--- config.mk ---
export PLATFORM = sky130hd
export DESIGN_NAME = j1_uart_io
export DESIGN_NICKNAME = d
export VERILOG_FILES = /design/src/rtl/j1_uart_io_pkg.sv /design/src/rtl/j1_byte_fifo.sv /design/src/rtl/j1_uart_io.sv
export SDC_FILE = /design/constraint.sdc
export NUM_CORES = 1
export LEC_CHECK = 0
export CAP_MARGIN = 5
export CORE_ASPECT_RATIO = 0.9
export CORE_MARGIN = 10
export CORE_UTILIZATION = 45
export CTS_CLUSTER_SIZE = 20
export DETAILED_ROUTE_END_ITERATION = 6
export GPL_TIMING_DRIVEN = 0
export PLACE_DENSITY = 0.64
export SYNTH_ARGS = -nofsm -noshare
export SYNTH_HDL_FRONTEND = slang
export SYNTH_HIERARCHICAL = 1
export SYNTH_SLANG_ARGS = --single-unit
--- constraint.sdc ---
create_clock -name clk -period 4.02 [get_ports clk]
set_input_delay 1.005 -clock clk [delete_from_list [all_inputs] [get_ports clk]]
set_output_delay 1.005 -clock clk [all_outputs]
set_load 0.03 [all_outputs]
--- src/rtl/j1_uart_io_pkg.sv ---
// Shared definitions for the J1 I/O responder: register offsets, status bit
// positions and the UART state encodings.
package j1_uart_io_pkg;

   localparam logic [3:0] OFF_DATA   = 4'h0;
   localparam logic [3:0] OFF_STATUS = 4'h4;
   localparam logic [3:0] OFF_TICKS  = 4'h8;

   localparam int ST_TX_NOT_FULL  = 0;
   localparam int ST_RX_VALID     = 1;
   localparam int ST_TX_IDLE      = 2;
   localparam int ST_RX_OVERRUN   = 3;
   localparam int ST_RX_FRAME_ERR = 4;

   typedef enum logic [1:0] {
      TX_IDLE,
      TX_START,
      TX_DATA,
      TX_STOP
   } tx_state_t;

   typedef enum logic [2:0] {
      RX_IDLE,
      RX_START,
      RX_DATA,
      RX_STOP,
      RX_WAIT_HIGH
   } rx_state_t;

   // Line level the serializer drives while sitting in a given state.
   function automatic logic tx_line(tx_state_t s, logic lsb);
      case (s)
         TX_START: return 1'b0;
         TX_DATA:  return lsb;
         default:  return 1'b1;
      endcase
   endfunction

endpackage

--- src/rtl/j1_byte_fifo.sv ---
// Byte-wide synchronous FIFO with show-ahead read data; a push is accepted only
// when the FIFO is not full at the start of the cycle.
module j1_byte_fifo #(
   parameter int DEPTH = 16
) (
   input  logic       clk,
   input  logic       resetq,
   input  logic       push,
   input  logic [7:0] din,
   output logic       full,
   input  logic       pop,
   output logic [7:0] dout,
   output logic       empty
);

   localparam int AW = $clog2(DEPTH);

   logic [7:0]    mem_q [DEPTH];
   logic [AW-1:0] wr_ptr_q, wr_ptr_d;
   logic [AW-1:0] rd_ptr_q, rd_ptr_d;
   logic [AW:0]   count_q, count_d;
   logic          push_ok, pop_ok;

   assign full    = (count_q == (AW+1)'(DEPTH));
   assign empty   = (count_q == '0);
   assign push_ok = push & ~full;
   assign pop_ok  = pop & ~empty;
   assign dout    = mem_q[rd_ptr_q];

   always_comb begin
      wr_ptr_d = push_ok ? wr_ptr_q + 1'b1 : wr_ptr_q;
      rd_ptr_d = pop_ok  ? rd_ptr_q + 1'b1 : rd_ptr_q;
      case ({push_ok, pop_ok})
         2'b10:   count_d = count_q + 1'b1;
         2'b01:   count_d = count_q - 1'b1;
         default: count_d = count_q;
      endcase
   end

   always_ff @(posedge clk or negedge resetq) begin
      if (!resetq) begin
         wr_ptr_q <= '0;
         rd_ptr_q <= '0;
         count_q  <= '0;
      end else begin
         wr_ptr_q <= wr_ptr_d;
         rd_ptr_q <= rd_ptr_d;
         count_q  <= count_d;
      end
   end

   always_ff @(posedge clk) begin
      if (push_ok) mem_q[wr_ptr_q] <= din;
   end

endmodule

--- src/rtl/j1_uart_io.sv ---
// J1 I/O-bus responder: 8N1 UART (queued TX, single-byte RX holding register)
// plus a free-running tick counter, all read back combinationally on io_din.
module j1_uart_io
   import j1_uart_io_pkg::*;
#(
   parameter int          WIDTH        = 32,
   parameter logic [15:0] IO_BASE      = 16'h1000,
   parameter int          CLKS_PER_BIT = 417,
   parameter int          TX_DEPTH     = 16
) (
   input  logic             clk,
   input  logic             resetq,
   input  logic             io_wr,
   input  logic [15:0]      mem_addr,
   input  logic [WIDTH-1:0] dout,
   output logic [WIDTH-1:0] io_din,
   output logic             uart_tx,
   input  logic             uart_rx
);

   localparam int            BW        = $clog2(CLKS_PER_BIT);
   localparam logic [BW-1:0] BAUD_LAST = BW'(CLKS_PER_BIT - 1);
   localparam logic [BW-1:0] BAUD_HALF = BW'(CLKS_PER_BIT / 2 - 1);

   logic       sel;
   logic [3:0] off;
   logic       wr_data, wr_status, wr_ticks;

   assign sel       = (mem_addr[15:4] == IO_BASE[15:4]);
   assign off       = mem_addr[3:0];
   assign wr_data   = io_wr & sel & (off == OFF_DATA);
   assign wr_status = io_wr & sel & (off == OFF_STATUS);
   assign wr_ticks  = io_wr & sel & (off == OFF_TICKS);

   logic       fifo_full, fifo_empty, fifo_pop;
   logic [7:0] fifo_dout;

   j1_byte_fifo #(.DEPTH(TX_DEPTH)) u_txq (
      .clk   (clk),
      .resetq(resetq),
      .push  (wr_data),
      .din   (dout[7:0]),
      .full  (fifo_full),
      .pop   (fifo_pop),
      .dout  (fifo_dout),
      .empty (fifo_empty)
   );

   // ---------------- TX serializer ----------------
   tx_state_t     tx_state_q, tx_state_d;
   logic [BW-1:0] tx_baud_q, tx_baud_d;
   logic [2:0]    tx_bit_q, tx_bit_d;
   logic [7:0]    tx_shift_q, tx_shift_d;
   logic          uart_tx_q, uart_tx_d;
   logic          tx_baud_done, tx_idle;

   assign tx_baud_done = (tx_baud_q == BAUD_LAST);
   assign tx_idle      = fifo_empty & (tx_state_q == TX_IDLE);
   assign uart_tx      = uart_tx_q;

   always_ff @(posedge clk or negedge resetq) begin
      if (!resetq) begin
         tx_state_q <= TX_IDLE;
         tx_baud_q  <= '0;
         tx_bit_q   <= '0;
         uart_tx_q  <= 1'b1;
      end else begin
         tx_state_q <= tx_state_d;
         tx_baud_q  <= tx_baud_d;
         tx_bit_q   <= tx_bit_d;
         uart_tx_q  <= uart_tx_d;
      end
   end

   always_ff @(posedge clk) begin
      tx_shift_q <= tx_shift_d;
   end

   always_comb begin
      tx_state_d = tx_state_q;
      tx_baud_d  = tx_baud_q;
      tx_bit_d   = tx_bit_q;
      tx_shift_d = tx_shift_q;
      case (tx_state_q)
         TX_IDLE: begin
            if (!fifo_empty) begin
               tx_state_d = TX_START;
               tx_baud_d  = '0;
               tx_shift_d = fifo_dout;
            end
         end
         TX_START: begin
            tx_baud_d = tx_baud_q + 1'b1;
            if (tx_baud_done) begin
               tx_state_d = TX_DATA;
               tx_baud_d  = '0;
               tx_bit_d   = '0;
            end
         end
         TX_DATA: begin
            tx_baud_d = tx_baud_q + 1'b1;
            if (tx_baud_done) begin
               tx_baud_d  = '0;
               tx_shift_d = {1'b0, tx_shift_q[7:1]};
               tx_bit_d   = tx_bit_q + 1'b1;
               if (tx_bit_q == 3'd7) tx_state_d = TX_STOP;
            end
         end
         TX_STOP: begin
            tx_baud_d = tx_baud_q + 1'b1;
            if (tx_baud_done) begin
               tx_baud_d = '0;
               // Chain straight into the next start bit when more bytes wait.
               if (!fifo_empty) begin
                  tx_state_d = TX_START;
                  tx_shift_d = fifo_dout;
               end else begin
                  tx_state_d = TX_IDLE;
               end
            end
         end
         default: tx_state_d = TX_IDLE;
      endcase
   end

   always_comb begin
      fifo_pop  = ~fifo_empty &
                  ((tx_state_q == TX_IDLE) | ((tx_state_q == TX_STOP) & tx_baud_done));
      uart_tx_d = tx_line(tx_state_d, tx_shift_d[0]);
   end

   // ---------------- RX deserializer ----------------
   logic          rx_meta_q, rx_sync_q;
   rx_state_t     rx_state_q, rx_state_d;
   logic [BW-1:0] rx_baud_q, rx_baud_d;
   logic [2:0]    rx_bit_q, rx_bit_d;
   logic [7:0]    rx_shift_q, rx_shift_d;
   logic          rx_baud_done, rx_stop_sample, rx_done, rx_ferr;

   assign rx_baud_done = (rx_baud_q == BAUD_LAST);

   always_ff @(posedge clk or negedge resetq) begin
      if (!resetq) begin
         rx_meta_q  <= 1'b1;
         rx_sync_q  <= 1'b1;
         rx_state_q <= RX_IDLE;
         rx_baud_q  <= '0;
         rx_bit_q   <= '0;
      end else begin
         rx_meta_q  <= uart_rx;
         rx_sync_q  <= rx_meta_q;
         rx_state_q <= rx_state_d;
         rx_baud_q  <= rx_baud_d;
         rx_bit_q   <= rx_bit_d;
      end
   end

   always_ff @(posedge clk) begin
      rx_shift_q <= rx_shift_d;
   end

   always_comb begin
      rx_state_d = rx_state_q;
      rx_baud_d  = rx_baud_q;
      rx_bit_d   = rx_bit_q;
      rx_shift_d = rx_shift_q;
      case (rx_state_q)
         RX_IDLE: begin
            if (!rx_sync_q) begin
               rx_state_d = RX_START;
               rx_baud_d  = '0;
            end
         end
         RX_START: begin
            rx_baud_d = rx_baud_q + 1'b1;
            // Mid-start-bit re-check rejects short glitches.
            if (rx_baud_q == BAUD_HALF) begin
               rx_baud_d  = '0;
               rx_bit_d   = '0;
               rx_state_d = rx_sync_q ? RX_IDLE : RX_DATA;
            end
         end
         RX_DATA: begin
            rx_baud_d = rx_baud_q + 1'b1;
            if (rx_baud_done) begin
               rx_baud_d  = '0;
               rx_shift_d = {rx_sync_q, rx_shift_q[7:1]};
               rx_bit_d   = rx_bit_q + 1'b1;
               if (rx_bit_q == 3'd7) rx_state_d = RX_STOP;
            end
         end
         RX_STOP: begin
            rx_baud_d = rx_baud_q + 1'b1;
            if (rx_baud_done) begin
               rx_baud_d  = '0;
               rx_state_d = rx_sync_q ? RX_IDLE : RX_WAIT_HIGH;
            end
         end
         RX_WAIT_HIGH: begin
            if (rx_sync_q) rx_state_d = RX_IDLE;
         end
         default: rx_state_d = RX_IDLE;
      endcase
   end

   always_comb begin
      rx_stop_sample = (rx_state_q == RX_STOP) & rx_baud_done;
      rx_done        = rx_stop_sample & rx_sync_q;
      rx_ferr        = rx_stop_sample & ~rx_sync_q;
   end

   // ---------------- RX flags, holding register, ticks ----------------
   logic             rx_valid_q, rx_valid_d;
   logic             overrun_q, overrun_d;
   logic             ferr_q, ferr_d;
   logic [7:0]       rx_hold_q, rx_hold_d;
   logic [WIDTH-1:0] ticks_q, ticks_d;
   logic             pop_req, rx_load;

   assign pop_req = wr_status & dout[ST_RX_VALID];
   // A pop in the completion cycle frees the holder for the new byte.
   assign rx_load = rx_done & (~rx_valid_q | pop_req);

   always_comb begin
      rx_hold_d  = rx_load ? rx_shift_q : rx_hold_q;
      rx_valid_d = rx_load ? 1'b1 : (pop_req ? 1'b0 : rx_valid_q);
      overrun_d  = (rx_done & rx_valid_q & ~pop_req) ? 1'b1 :
                   ((wr_status & dout[ST_RX_OVERRUN]) ? 1'b0 : overrun_q);
      ferr_d     = rx_ferr ? 1'b1 :
                   ((wr_status & dout[ST_RX_FRAME_ERR]) ? 1'b0 : ferr_q);
      ticks_d    = wr_ticks ? dout : ticks_q + 1'b1;
   end

   always_ff @(posedge clk or negedge resetq) begin
      if (!resetq) begin
         rx_hold_q  <= '0;
         rx_valid_q <= 1'b0;
         overrun_q  <= 1'b0;
         ferr_q     <= 1'b0;
         ticks_q    <= '0;
      end else begin
         rx_hold_q  <= rx_hold_d;
         rx_valid_q <= rx_valid_d;
         overrun_q  <= overrun_d;
         ferr_q     <= ferr_d;
         ticks_q    <= ticks_d;
      end
   end

   always_comb begin
      io_din = '0;
      if (sel) begin
         case (off)
            OFF_DATA:   io_din[7:0] = rx_hold_q;
            OFF_STATUS: begin
               io_din[ST_TX_NOT_FULL]  = ~fifo_full;
               io_din[ST_RX_VALID]     = rx_valid_q;
               io_din[ST_TX_IDLE]      = tx_idle;
               io_din[ST_RX_OVERRUN]   = overrun_q;
               io_din[ST_RX_FRAME_ERR] = ferr_q;
            end
            OFF_TICKS:  io_din = ticks_q;
            default:    io_din = '0;
         endcase
      end
   end

endmodule

After elaboration in Yosys (flattened, before gate mapping). Memories as Yosys holds them, arrays and structs flattened. Index checks and enable logic that the tools add are counted. W data, S select, Z words.

$add $sub $neg: 9. Equality and inequality tests: 30. Multiplexer cells: 48. Reduce and logical (&&, ||, !) cells: 20. Bitwise logic cells: 25.

Operators by type and width (number): $mux W32 (2); $mux W9 (5); $mux W3 (11); $add A32 B1 Y32 const B (1); $pmux W9 S3 (1); $mux W24 (1); $mux W8 (3); $pmux W8 S3 (1); $ne A2 B2 Y1 const B (10); $add A9 B1 Y9 const B (2); $and A1 B1 Y1 (18); $eq A9 B9 Y1 const B (2); $pmux W3 S2 (3); $pmux W9 S2 (1); $pmux W3 S5 (1); $pmux W5 S3 (1); $eq A12 B9 Y1 const B (1); $mux W2 (6); $reduce_bool A2 Y1 (6); $pmux W5 S2 (1); $eq A3 B3 Y1 const B (3); $eq A9 B8 Y1 const B (1); $mux W1 (9); $reduce_and A3 Y1 (3); 24 further kinds (39).

Register bits after elaboration: 104. Bits in writable memories: 128. Memories: 1. Logic and storage cells: 153.

Memory list: u_txq.mem_q (words 16, width 8, read ports 1, clocked after Yosys merged registers in 0, wr ports 1, line j1_byte_fifo.sv:18) `logic [7:0] mem_q [DEPTH];`.

Longest topological paths before layout. Gate-level depths: netlist of the first run.

Depth after elaboration: 7. Depth in mapped cells: 17.

Modules after synthesis. The synthesis of the first run kept the hierarchy.

Modules (own cells, without submodules): j1_byte_fifo (area an instance 5779.3 sq um, instances 1, sequential area each 4169.0 sq um, cells each 332); j1_uart_io (area an instance 5126.2 sq um, instances 1, sequential area each 2351.0 sq um, cells each 538).

Worst setup path after synthesis of the first run. OpenSTA, ideal clock, no wires.

Path kind: input-to-reg. From: input port mem_addr[1]. To: register u_txq.count_q[4]. Arrival: 3.664 ns. Cell stages on the path: 14. Path buffers: 1. Setup slack: 0.234 ns. Library setup time: 0.123 ns. Cells stage by stage: nor4_1 nand4_1 or2_2 nor3_1 and2_1 buf_2 inv_1 ha_1 ha_1 nor2b_1 o21ai_0 a21oi_1 or3b_1 xnor2_1.

Cells in the longest elaborated chain, start to end: 5. Elaborated cells on any way between the ends: 7. Classes of those cells: eq/ne (2); mux (1); bitwise (2); reduce/logical (2).

RTL lines: start, declared (line j1_uart_io.sv:14) `input logic [15:0] mem_addr,`; $logic_not A4 Y1 * (line j1_uart_io.sv:31) `assign wr_data = io_wr & sel & (off == OFF_DATA);`; $and A1 B1 Y1 * (line j1_uart_io.sv:31); via wr_data (line j1_uart_io.sv:27) `logic wr_data, wr_status, wr_ticks;`; $and A1 B1 Y1 * (line j1_byte_fifo.sv:26) `assign push_ok = push & ~full;`; $eq A2 B1 Y1 / $eq A2 B2 Y1 (equally long branches) (line j1_byte_fifo.sv:33) `case ({push_ok, pop_ok})`; $pmux W5 S2 / $reduce_bool A2 Y1 (equally long branches); end signal, assigned (line j1_byte_fifo.sv:48) `count_q <= count_d;`; end, declared (line j1_byte_fifo.sv:21) `logic [AW:0] count_q, count_d;`.

Mark *: on every way through the listed nets, which the timed path passes. The rest lies on a longest branch. A chain may end at the register's enable or synchronous reset.

Worst setup path in the final report of the first run.
From: input port mem_addr[6]. To: output port io_din[31].

Cells in the longest elaborated chain, start to end: 2.

RTL lines: $eq A12 B9 Y1 (line j1_uart_io.sv:29) `assign sel = (mem_addr[15:4] == IO_BASE[15:4]);`; $mux W32 (line j1_uart_io.sv:252) `if (sel) begin`; end, declared (line j1_uart_io.sv:16) `output logic [WIDTH-1:0] io_din,`.

No other way between the ends.

==> results.tsv, run 1 <==
metric	value	unit
clock tree from TritonCTS	done	
initial DRC count	444	
Setup Skew	0.0144	ns
chip height	168	µm
share of total power in sequential cells	50.7	%
antenna cell count	0	
cell type contributing the most total cell area after synthesis	sky130_fd_sc_hd__edfxtp_1	
starting utilization of the core area	46.2	%
detailed-route wire length per cell	18.7	µm
number of nets in the finished design	1054	
placed instance count	1256	
Yosys reg bits	232	
kind of path behind the tightest hold check	reg -> reg	
Int Power	4.26	mW
setup repair after global routing missed its margin	yes	
synth unique cells	62	
longest individual stage delay on the worst path	0.40	ns
proportion of layout cells with a drive suffix above 1	15.5	%
Synth Flop Type	sky130_fd_sc_hd__edfxtp_1	
cell types with the largest area share after synthesis	sky130_fd_sc_hd__edfxtp_1 39%, sky130_fd_sc_hd__dfrtp_1 20%, sky130_fd_sc_hd__mux2i_1 4.0%, sky130_fd_sc_hd__mux4_2 3.3%, sky130_fd_sc_hd__nor2_1 2.7%	
post-layout instance count excluding filler cells	1304	
critical path endpoint category	output port	
half-perimeter wire length after placement	16800	µm
Synth Net Count	941	
worst vdd rail ir drop	327	µV
outcome	completed	
power consumption	5.45	mW
number of max-cap violations	0	
insertion delay of the later-clocked pin in the worst-skew pair	0.52	ns
Synth Cell Area	10900	µm²
DR vias/cell	5.42	
pin count of the biggest net entering global routing	66	
aggregate global-route resource usage	15.7	%
post-route clock period utilization	97.7	%
Area growth, synth to finish	18.7	%
most common library cell in the layout ignoring fill and taps	sky130_fd_sc_hd__edfxtp_1	
layout filler cell count	2031	
startpoint class of the critical path	input pin	
horizontal die dimension	184	µm
number of H-tree branching levels	1	
Net Switching	1.19	mW
global route overflow	0	
proportion of synthesized flip-flops having asynchronous set or reset	37.9	%
global-route wire length before repair	39000	µm
share of Yosys cell area claimed by the top area cell type	39.4	%
Clock Tree Root	sky130_fd_sc_hd__clkbuf_16	
final hold viol count	0	
crit path max-delay cell type	sky130_fd_sc_hd__clkdlybuf4s50_1	
number of global-route vias before repair	7061	
critical path data required time	3.01	ns
post-synthesis area per instance	12.5	µm²
Detailed Routing Iterations Pass 1	4	
weighted congestion at the end of routability-driven global placement	0.815	
critical path type	in -> out	
Power per Cell Area	421	nW/µm²
relative contribution of combinational cells to total power	5.0	%
Yosys warning count	6	
relative slew slack	15.1	%
via count	7063	
sequential cell area fraction in the yosys report	59.8	%
worst path arrival time	2.92	ns
number of antenna violations at the first check in global routing	0	
placeable core region	23600	µm²
total setup violations reported at the end of the flow	0	
Sinks on Clock Net	232	
TNS Setup	0	ns
CTS max path bufs	3	
minimum clock period	3.93	ns
clock buffer count from CTS	25	
final number of max-transition violations	0	
count of flip-flops with a built-in enable after synthesis	143	
commonest non-fill, non-tap cells in the layout	143 x sky130_fd_sc_hd__edfxtp_1, 85 x sky130_fd_sc_hd__dfrtp_1, 78 x sky130_fd_sc_hd__nor2_1, 66 x sky130_fd_sc_hd__nand2_1, 53 x sky130_fd_sc_hd__o21ai_0	
Routed Antenna Nets	0	
largest driver fanout on the critical path	6	
share of total power consumed by net switching	21.8	%
critical path cell sequence	clkdlybuf4s50_1, nor4_1, nand4_1, or2_4, nor2_4, and2_1, clkdlybuf4s15_1	
total of buffers placed on input and output ports	83	
clock-pin slew on the worst setup and hold paths	0.06	ns
gate count after technology mapping	870	
cts-stage hold buffer count	0	
Clock power frac	44.3	%
highest clock rate	255	MHz
DRC violations left	0	
total wire length after detailed routing	24400	µm
Total Die Area	30900	µm²
Tightest Pin Transition	1.26	ns
standard-cell row count	53	
I/O pin cnt	85	
standby leakage power	5.12	nW
routing by layer:
layer / global-route usage (%) / share of wire (%) / up-vias
li1: - / - / 3408
met1: 22.1 / 47 / 3498
met2: 24.6 / 47 / 127
met3: 2.94 / 4.0 / 30
met4: 3.84 / 2.0 / 0
met5: 0 / 0 / -
critical path: cells and delay by family:
kind,cells,cell delay (ns)
buffers and inverters,2,0.77
AND/OR/NAND/NOR,5,1.15
kinds of logic (layout without fill, tap and decap cells):
group                      Yosys count  count (layout)  synth area share [%]
AOI/OAI and AO/OA                  148             148                  8.02
xor gates and xnor gates            43              43                  3.45
adders and majority gates           19              19                  2.25
buffers and inverters               63             195                  3.25
DFF                                232             232                  59.8
muxes                               79              79                  9.34
and+or+nand+nor                    286             286                  13.9
path summary, 6_finish.rpt:
check	cells after the start	slack [ns]	startpoint	endpoint
worst max-delay path	7	0.09	mem_addr[6]	io_din[31]
worst min-delay path	0	0.36	rx_meta_q	rx_sync_q
worst max register to register	17	0.28	tx_baud_q[0]	u_txq/count_q[4]
worst min register to register	0	0.36	rx_meta_q	rx_sync_q
max in group asynchronous	2	2.89	resetq	rx_meta_q
min in group asynchronous	1	0.42	resetq	tx_bit_q[2]
through the flow:
stage / util (%) / instance area [µm²] / setup WS (ns) / hold slack (ns)
after floorplan: - / 10900 / 0.234 / 0.345
after global placement: 51.3 / 12100 / -1.75 / 0.346
after detailed placement: 51.4 / 12100 / -0.680 / 0.347
after CTS: 54.7 / 12900 / 0.00434 / 0.356
after global routing: 54.8 / 12900 / -0.0481 / 0.359
final: 54.8 / 12900 / 0.0914 / 0.355
Yosys cell counts (all sizes together), types with 17 or more instances:
cell type,instances
nor2,82
inv,24
dfrtp,85
xnor2,17
nand2,67
mux2i,44
o21ai,57
buf,25
edfxtp,143
xor2,26
a21oi,56
nand3,31
ha,18
mux2,19
and2,28
state kept, by name, indices dropped and copies added (netlist names), 2 cells and up:
register	cells
rx_bit_q	3
rx_state_q	3
u_txq/mem_q	128
rx_shift_q	8
ticks_q	32
tx_state_q	2
u_txq/count_q	5
u_txq/wr_ptr_q	4
u_txq/rd_ptr_q	4
tx_shift_q	8
rx_baud_q	9
tx_baud_q	9
rx_hold_q	8
tx_bit_q	3
power groups by stage:
stage	sequential (mW)	combinational, mW	clock [mW]
floorplan	2.77	0.155	0
global placement	2.81	0.262	0
detailed placement	2.81	0.272	0
CTS	2.76	0.274	2.47
global route	2.78	0.304	2.56
finish	2.76	0.270	2.41
area by class of cell:
type | instances | area, µm² | share of cell area [%]
plain buffers | 38 | 278 | 2.15
inverters | 24 | 90.1 | 0.696
repair buffers | 87 | 762 | 5.89
clock buffers | 30 | 644 | 4.98
clock inverters | 16 | 225 | 1.74
multi-input cells | 575 | 4050 | 31.3
flip-flops and latches | 232 | 6520 | 50.4
well taps | 302 | 378 | 2.92
repair_timing:
action | CTS | global route
resized for setup | 119 | 13
endpoints found under the hold margin | 0 | 0
pin swaps | 3 | 3
cloned | 0 | 0
setup endpoints to repair | 41 | 26
setup buffers | 1 | 1
(Power assumes the default switching activity.)
==> run 2, diff against run 1 <==
Settings changed: DONT_BUFFER_PORTS set to 1, PLACE_DENSITY 0.64 to 0.6, RECOVER_POWER set to 100.
==> run 2 against run 1 <==
  * Global-route usage fell by 0.52 points
  * Combinational power fell by 35%
  * Critical endpoint is now io_din[16]
  * Register-to-register slack improved by 0.04 ns
  * Clock power rose by 5%
  * Final area fell by 6.0%
  * Non-clock buffer count fell by 80
  * Largest power group unchanged
  * Critical path depth fell by 1
  * Highest routed layer unchanged
==> results.tsv, run 2 (synthesized netlist as in run 1, its figures left out) <==
metric	value	unit	change
proportion of layout cells with a drive suffix above 1	12.3	%	-3.1 points
number of H-tree branching levels	1		unchanged
I/O pin cnt	85		unchanged
crit path max-delay cell type	sky130_fd_sc_hd__or2_2		
total of buffers placed on input and output ports	0		-100%
total wire length after detailed routing	23700	µm	-2.5%
critical path data required time	3.01	ns	about the same
Net Switching	1.15	mW	-2.8%
R2R Path Start	tx_baud_q[0]		
startpoint class of the critical path	input pin		
Setup Skew	0.0110	ns	-0.00336 ns
DP Worst Slack	-0.219	ns	+0.461 ns
worst path arrival time	2.79	ns	-0.13 ns
R2R Setup Slk	0.32	ns	+0.04 ns
via count	6756		-4.3%
commonest non-fill, non-tap cells in the layout	143 x sky130_fd_sc_hd__edfxtp_1, 85 x sky130_fd_sc_hd__dfrtp_1, 79 x sky130_fd_sc_hd__nor2_1, 67 x sky130_fd_sc_hd__nand2_1, 56 x sky130_fd_sc_hd__o21ai_0		
Largest regs	u_txq/mem_q (128), ticks_q (32)		
clock tree from TritonCTS	done		
number of nets in the finished design	975		-7.5%
DR vias/cell	5.51		+1.7%
Power per Cell Area	449	nW/µm²	+6.7%
highest clock rate	264	MHz	+3.6%
half-perimeter wire length after placement	16100	µm	-3.6%
Routed Antenna Nets	0		unchanged
relative slew slack	6.51	%	-8.6 points
Sinks on Clock Net	232		unchanged
insertion delay of the later-clocked pin in the worst-skew pair	0.53	ns	about the same
detailed-route wire length per cell	19.4	µm	+3.7%
post-layout instance count excluding filler cells	1226		-6.0%
Largest register FFs	128		unchanged
core occupancy in the finished layout	51.6	%	-3.3 points
horizontal die dimension	184	µm	unchanged
minimum clock period	3.79	ns	-0.136 ns
relative contribution of combinational cells to total power	3.2	%	-1.8 points
power consumption	5.46	mW	+0.32%
share of total power in sequential cells	50.6	%	about the same
chip height	168	µm	unchanged
starting utilization of the core area	46.2	%	unchanged
Tightest Pin Transition	1.38	ns	+0.120 ns
final-layout worst hold slack	0.176	ns	-0.180 ns
share of total power consumed by net switching	21.1	%	-0.67 points
critical path cell sequence	nor4_1, nand4_1, or2_2, nor2_4, clkbuf_1, and2_1		
largest driver fanout on the critical path	10		+4
worst vdd rail ir drop	244	µV	-25%
Int Power	4.31	mW	+1.2%
clock buffer count from CTS	26		+4.0%
reg-to-reg endpoint	u_txq/count_q[4]		
placed instance count	1172		-6.7%
final hold viol count	0		unchanged
longest individual stage delay on the worst path	0.43	ns	+0.03 ns
initial DRC count	429		-3.4%
number of antenna violations at the first check in global routing	0		unchanged
number of max-cap violations	0		unchanged
final design instance area without fill	12200	µm²	-6.0%
CTS max path bufs	3		unchanged
global route overflow	0		unchanged
post-placement cell area	11300	µm²	-7.0%
aggregate global-route resource usage	15.2	%	-0.52 points
critical path type	in -> out		
total setup violations reported at the end of the flow	0		unchanged
post-route clock period utilization	94.4	%	-3.4 points
TNS Setup	0	ns	unchanged
global-route wire length before repair	37500	µm	-3.8%
Detailed Routing Iterations Pass 1	4		unchanged
minimum setup slack in the final design	0.227	ns	+0.136 ns
Area growth, synth to finish	11.6	%	
pin count of the biggest net entering global routing	89		+35%
number of global-route vias before repair	6753		-4.4%
top register by number of flip-flops	u_txq/mem_q		
Clock Tree Root	sky130_fd_sc_hd__clkbuf_16		
outcome	completed		
DRC violations left	0		unchanged
kind of path behind the tightest hold check	in -> async		
Clock power frac	46.2	%	+1.9 points
placeable core region	23600	µm²	unchanged
Total Die Area	30900	µm²	unchanged
weighted congestion at the end of routability-driven global placement	0.798		-2.1%
standby leakage power	4.68	nW	-8.6%
final number of max-transition violations	0		unchanged
standard-cell row count	53		unchanged
antenna cell count	0		unchanged
most common library cell in the layout ignoring fill and taps	sky130_fd_sc_hd__edfxtp_1		
clock-pin slew on the worst setup and hold paths	0.06	ns	about the same
length in cells of the worst reg-to-reg path	17		unchanged
critical path endpoint category	output port		
## run 2: changes by cell type in the layout (fill, tap and decap cells not counted), moves of 6 or more
cell / delta
sky130_fd_sc_hd__dlygate4sd2_1: -7
sky130_fd_sc_hd__clkdlybuf4s50_1: -50
sky130_fd_sc_hd__clkinv_1: +6
sky130_fd_sc_hd__and2_2: +8
sky130_fd_sc_hd__and2_1: -9
sky130_fd_sc_hd__buf_2: -23
sky130_fd_sc_hd__clkbuf_1: +12
## run 2: power groups by stage
| stage | registers, mW | clock network (mW) | logic (mW) |
|---|---|---|---|
| after floorplan | 2.77 | 0 | 0.155 |
| after global placement | 2.81 | 0 | 0.171 |
| after detailed placement | 2.81 | 0 | 0.175 |
| after CTS | 2.76 | 2.58 | 0.177 |
| after global routing | 2.78 | 2.66 | 0.198 |
| final | 2.77 | 2.52 | 0.175 |
## run 2: how the worst max path moves through the flow
stage	from	to	slack, ns
global route	mem_addr[1]	io_din[17]	-0.003
CTS	tx_baud_q[0]	u_txq/count_q[4]	0.05
global placement	mem_addr[1]	u_txq/count_q[4]	-0.23
detailed placement	mem_addr[1]	u_txq/count_q[4]	-0.22
finish	mem_addr[1]	io_din[16]	0.23
floorplan	mem_addr[1]	u_txq/count_q[4]	0.23
## run 2: layout make-up
class,instances,area (µm²)
repair buffers,6,33.8
flip-flops and latches,232,6520
clock inverters,20,263
inverters,24,90.1
fillers,2056,11400
clock buffers,28,658
plain buffers,39,224
well taps,302,378
multi-input cells,575,4010
## run 2: repair_timing
item                                    4_1_cts  5_1_grt
hold buffers                                  0        0
endpoints found under the setup margin        1       21
cloned                                        0        0
pin swaps                                     1        1
buffers inserted                              0        4
gates resized for setup                       0       16
## run 2: critical path: cells and delay by family
| kind | cells | cell delay [ns] |
|---|---|---|
| buf+inv | 1 | 0.28 |
| simple gates | 5 | 1.50 |
## run 2: layer usage
metal	wire length, µm	track usage [%]	share of wire [%]
met5	0	0	0
met3	1050	2.70	4.4
met1	11000	20.7	46
met2	11300	24.7	48
met4	427	3.56	1.8
==> run 3, diff against run 2 <==
Settings changed: MAX_ROUTING_LAYER set to met4.
==> run 3 against run 2 <==
  * Clock skew decreased by 0.00062 ns
  * Non-clock buffer count unchanged
  * Largest cell class unchanged
  * Sequential power about the same
  * Wire length about the same
  * Utilization unchanged
  * Count of clock-buffer cells in the layout unchanged
  * Power about the same
  * Critical path type unchanged
  * Die area unchanged
==> results.tsv, run 3 (synthesized netlist as in run 1, its figures left out) <==
metric	value	unit	change
top register by number of flip-flops	u_txq/mem_q		
highest routing layer actually used	met4		
global route overflow	0		unchanged
critical path endpoint category	output port		
number of H-tree branching levels	1		unchanged
startpoint class of the critical path	input pin		
via count	6740		-0.24%
placeable core region	23600	µm²	unchanged
worst path bufs/invs	1		unchanged
relative slew slack	8.76	%	+2.3 points
chip height	168	µm	unchanged
antenna cell count	0		unchanged
kind of path behind the tightest hold check	in -> async		
Sinks on Clock Net	232		unchanged
worst path arrival time	2.78	ns	about the same
number of max-cap violations	0		unchanged
pin count of the biggest net entering global routing	89		unchanged
critical path type	in -> out		
Detailed Routing Iterations Pass 1	5		+1
power consumption	5.46	mW	about the same
DR vias/cell	5.50		-0.24%
highest clock rate	264	MHz	+0.22%
Total Die Area	30900	µm²	unchanged
Largest register FFs	128		unchanged
Clock Tree Root	sky130_fd_sc_hd__clkbuf_16		
total routed wire length on the met1 layer	11100	µm	+1.2%
starting utilization of the core area	46.2	%	unchanged
aggregate global-route resource usage	15.7	%	+0.45 points
final number of max-transition violations	0		unchanged
post-placement cell area	11300	µm²	unchanged
clock buffer count from CTS	26		unchanged
most common library cell in the layout ignoring fill and taps	sky130_fd_sc_hd__edfxtp_1		
clock-pin slew on the worst setup and hold paths	0.06	ns	about the same
global-route wire length before repair	37500	µm	about the same
standard-cell row count	53		unchanged
total of buffers placed on input and output ports	0		unchanged
commonest non-fill, non-tap cells in the layout	143 x sky130_fd_sc_hd__edfxtp_1, 85 x sky130_fd_sc_hd__dfrtp_1, 79 x sky130_fd_sc_hd__nor2_1, 67 x sky130_fd_sc_hd__nand2_1, 56 x sky130_fd_sc_hd__o21ai_0		
final hold viol count	0		unchanged
CTS max path bufs	3		unchanged
dominant delay contributor by cell family on the critical path	simple AND/OR/NAND/NOR gates		
cts-stage hold buffer count	0		unchanged
DRC violations left	0		unchanged
longest individual stage delay on the worst path	0.42	ns	about the same
final design instance area without fill	12200	µm²	unchanged
standby leakage power	4.68	nW	unchanged
weighted congestion at the end of routability-driven global placement	0.809		+1.4%
horizontal die dimension	184	µm	unchanged
post-route clock period utilization	94.1	%	-0.21 points
crit path max-delay cell type	sky130_fd_sc_hd__or2_2		
met2 wire length	11300	µm	+0.14%
Power per Cell Area	449	nW/µm²	about the same
minimum clock period	3.78	ns	-0.00845 ns
worst vdd rail ir drop	244	µV	+0.30%
Tightest Pin Transition	1.35	ns	-0.0334 ns
routed wl met3	909	µm	-14%
outcome	completed		
detailed-route wire length per cell	19.4	µm	about the same
largest driver fanout on the critical path	10		unchanged
half-perimeter wire length after placement	16100	µm	unchanged
insertion delay of the later-clocked pin in the worst-skew pair	0.53	ns	about the same
Routed Antenna Nets	0		unchanged
Largest regs	u_txq/mem_q (128), ticks_q (32)		
number of antenna violations at the first check in global routing	0		unchanged
number of nets in the finished design	975		unchanged
critical path data required time	3.01	ns	about the same
total wire length after detailed routing	23700	µm	about the same
proportion of layout cells with a drive suffix above 1	12.3	%	unchanged
I/O pin cnt	85		unchanged
initial DRC count	422		-1.6%
total setup violations reported at the end of the flow	0		unchanged
critical path cell sequence	nor4_1, nand4_1, or2_2, nor2_4, clkbuf_1, and2_1		
number of global-route vias before repair	6759		+0.089%
clock tree from TritonCTS	done		
Setup Skew	0.0104	ns	-0.000624 ns
Area growth, synth to finish	11.6	%	unchanged
-- run 3: cell counts in the layout (fill, tap and decap cells not counted) --
Identical to the previous run, type by type.
-- run 3: repair_timing --
| item | CTS | global route |
|---|---|---|
| hold endpoints to repair | 0 | 0 |
| cloned | 0 | 0 |
| resized for setup | 0 | 16 |
| endpoints found under the setup margin | 1 | 21 |
| pin swaps | 1 | 1 |
| buffers inserted | 0 | 4 |
-- run 3: stage by stage --
stage               setup slack (ns)  std cells  hold WS (ns)  util, %  TNS [ns]
finish                         0.236       1226         0.174     51.6         0
global route                -0.00346       1226         0.158     51.6  -0.00945
CTS                           0.0465       1220         0.155     51.7         0
detailed placement            -0.219       1172         0.349     47.8     -2.45
global placement              -0.230       1172         0.346     47.8     -2.70
floorplan                      0.234        870         0.345        -         0
-- run 3: metal layers --
metal,vias to the layer above,track usage (%)
li1,3254,-
met3,30,2.60
met4,0,3.56
met5,-,-
met2,138,24.6
met1,3318,20.9
-- run 3: where the power goes --
part	switching, mW	total, mW	internal, mW	leakage [nW]
logic	0.0735	0.175	0.102	1.82
clock network	0.950	2.52	1.57	0.444
registers	0.128	2.77	2.64	2.42
total	1.15	5.46	4.31	4.68
-- run 3: final cells by class --
| class | count | area, µm² |
|---|---|---|
| clock inverters | 20 | 263 |
| well taps | 302 | 378 |
| fillers | 2056 | 11400 |
| multi-input cells | 575 | 4010 |
| plain buffers | 39 | 224 |
| inverters | 24 | 90.1 |
| repair buffers | 6 | 33.8 |
| flip-flops and latches | 232 | 6520 |
| clock buffers | 28 | 658 |
-- run 3: final timing paths --
check | from | end | slack, ns | cells after the start
worst max-delay path | mem_addr[1] | io_din[16] | 0.24 | 6
worst min-delay path | resetq | tx_state_q[1] | 0.17 | 0
worst max register to register | tx_baud_q[0] | u_txq/count_q[4] | 0.33 | 17
worst min register to register | rx_meta_q | rx_sync_q | 0.36 | 0
max in group asynchronous | resetq | rx_meta_q | 3.57 | 0
min in group clk | rx_meta_q | rx_sync_q | 0.36 | 0
-- run 3: worst reg2reg max path: cells and delay by family, from the launching register on --
| kind | cells | cell delay, ns |
|---|---|---|
| AND/OR/NAND/NOR | 8 | 1.54 |
| adder cells (fa/ha/maj) | 3 | 0.85 |
| XOR/XNOR | 1 | 0.13 |
| AO/OA/AOI/OAI | 2 | 0.25 |
| flip-flops | 1 | 0.43 |
| buffers and inverters | 3 | 0.39 |
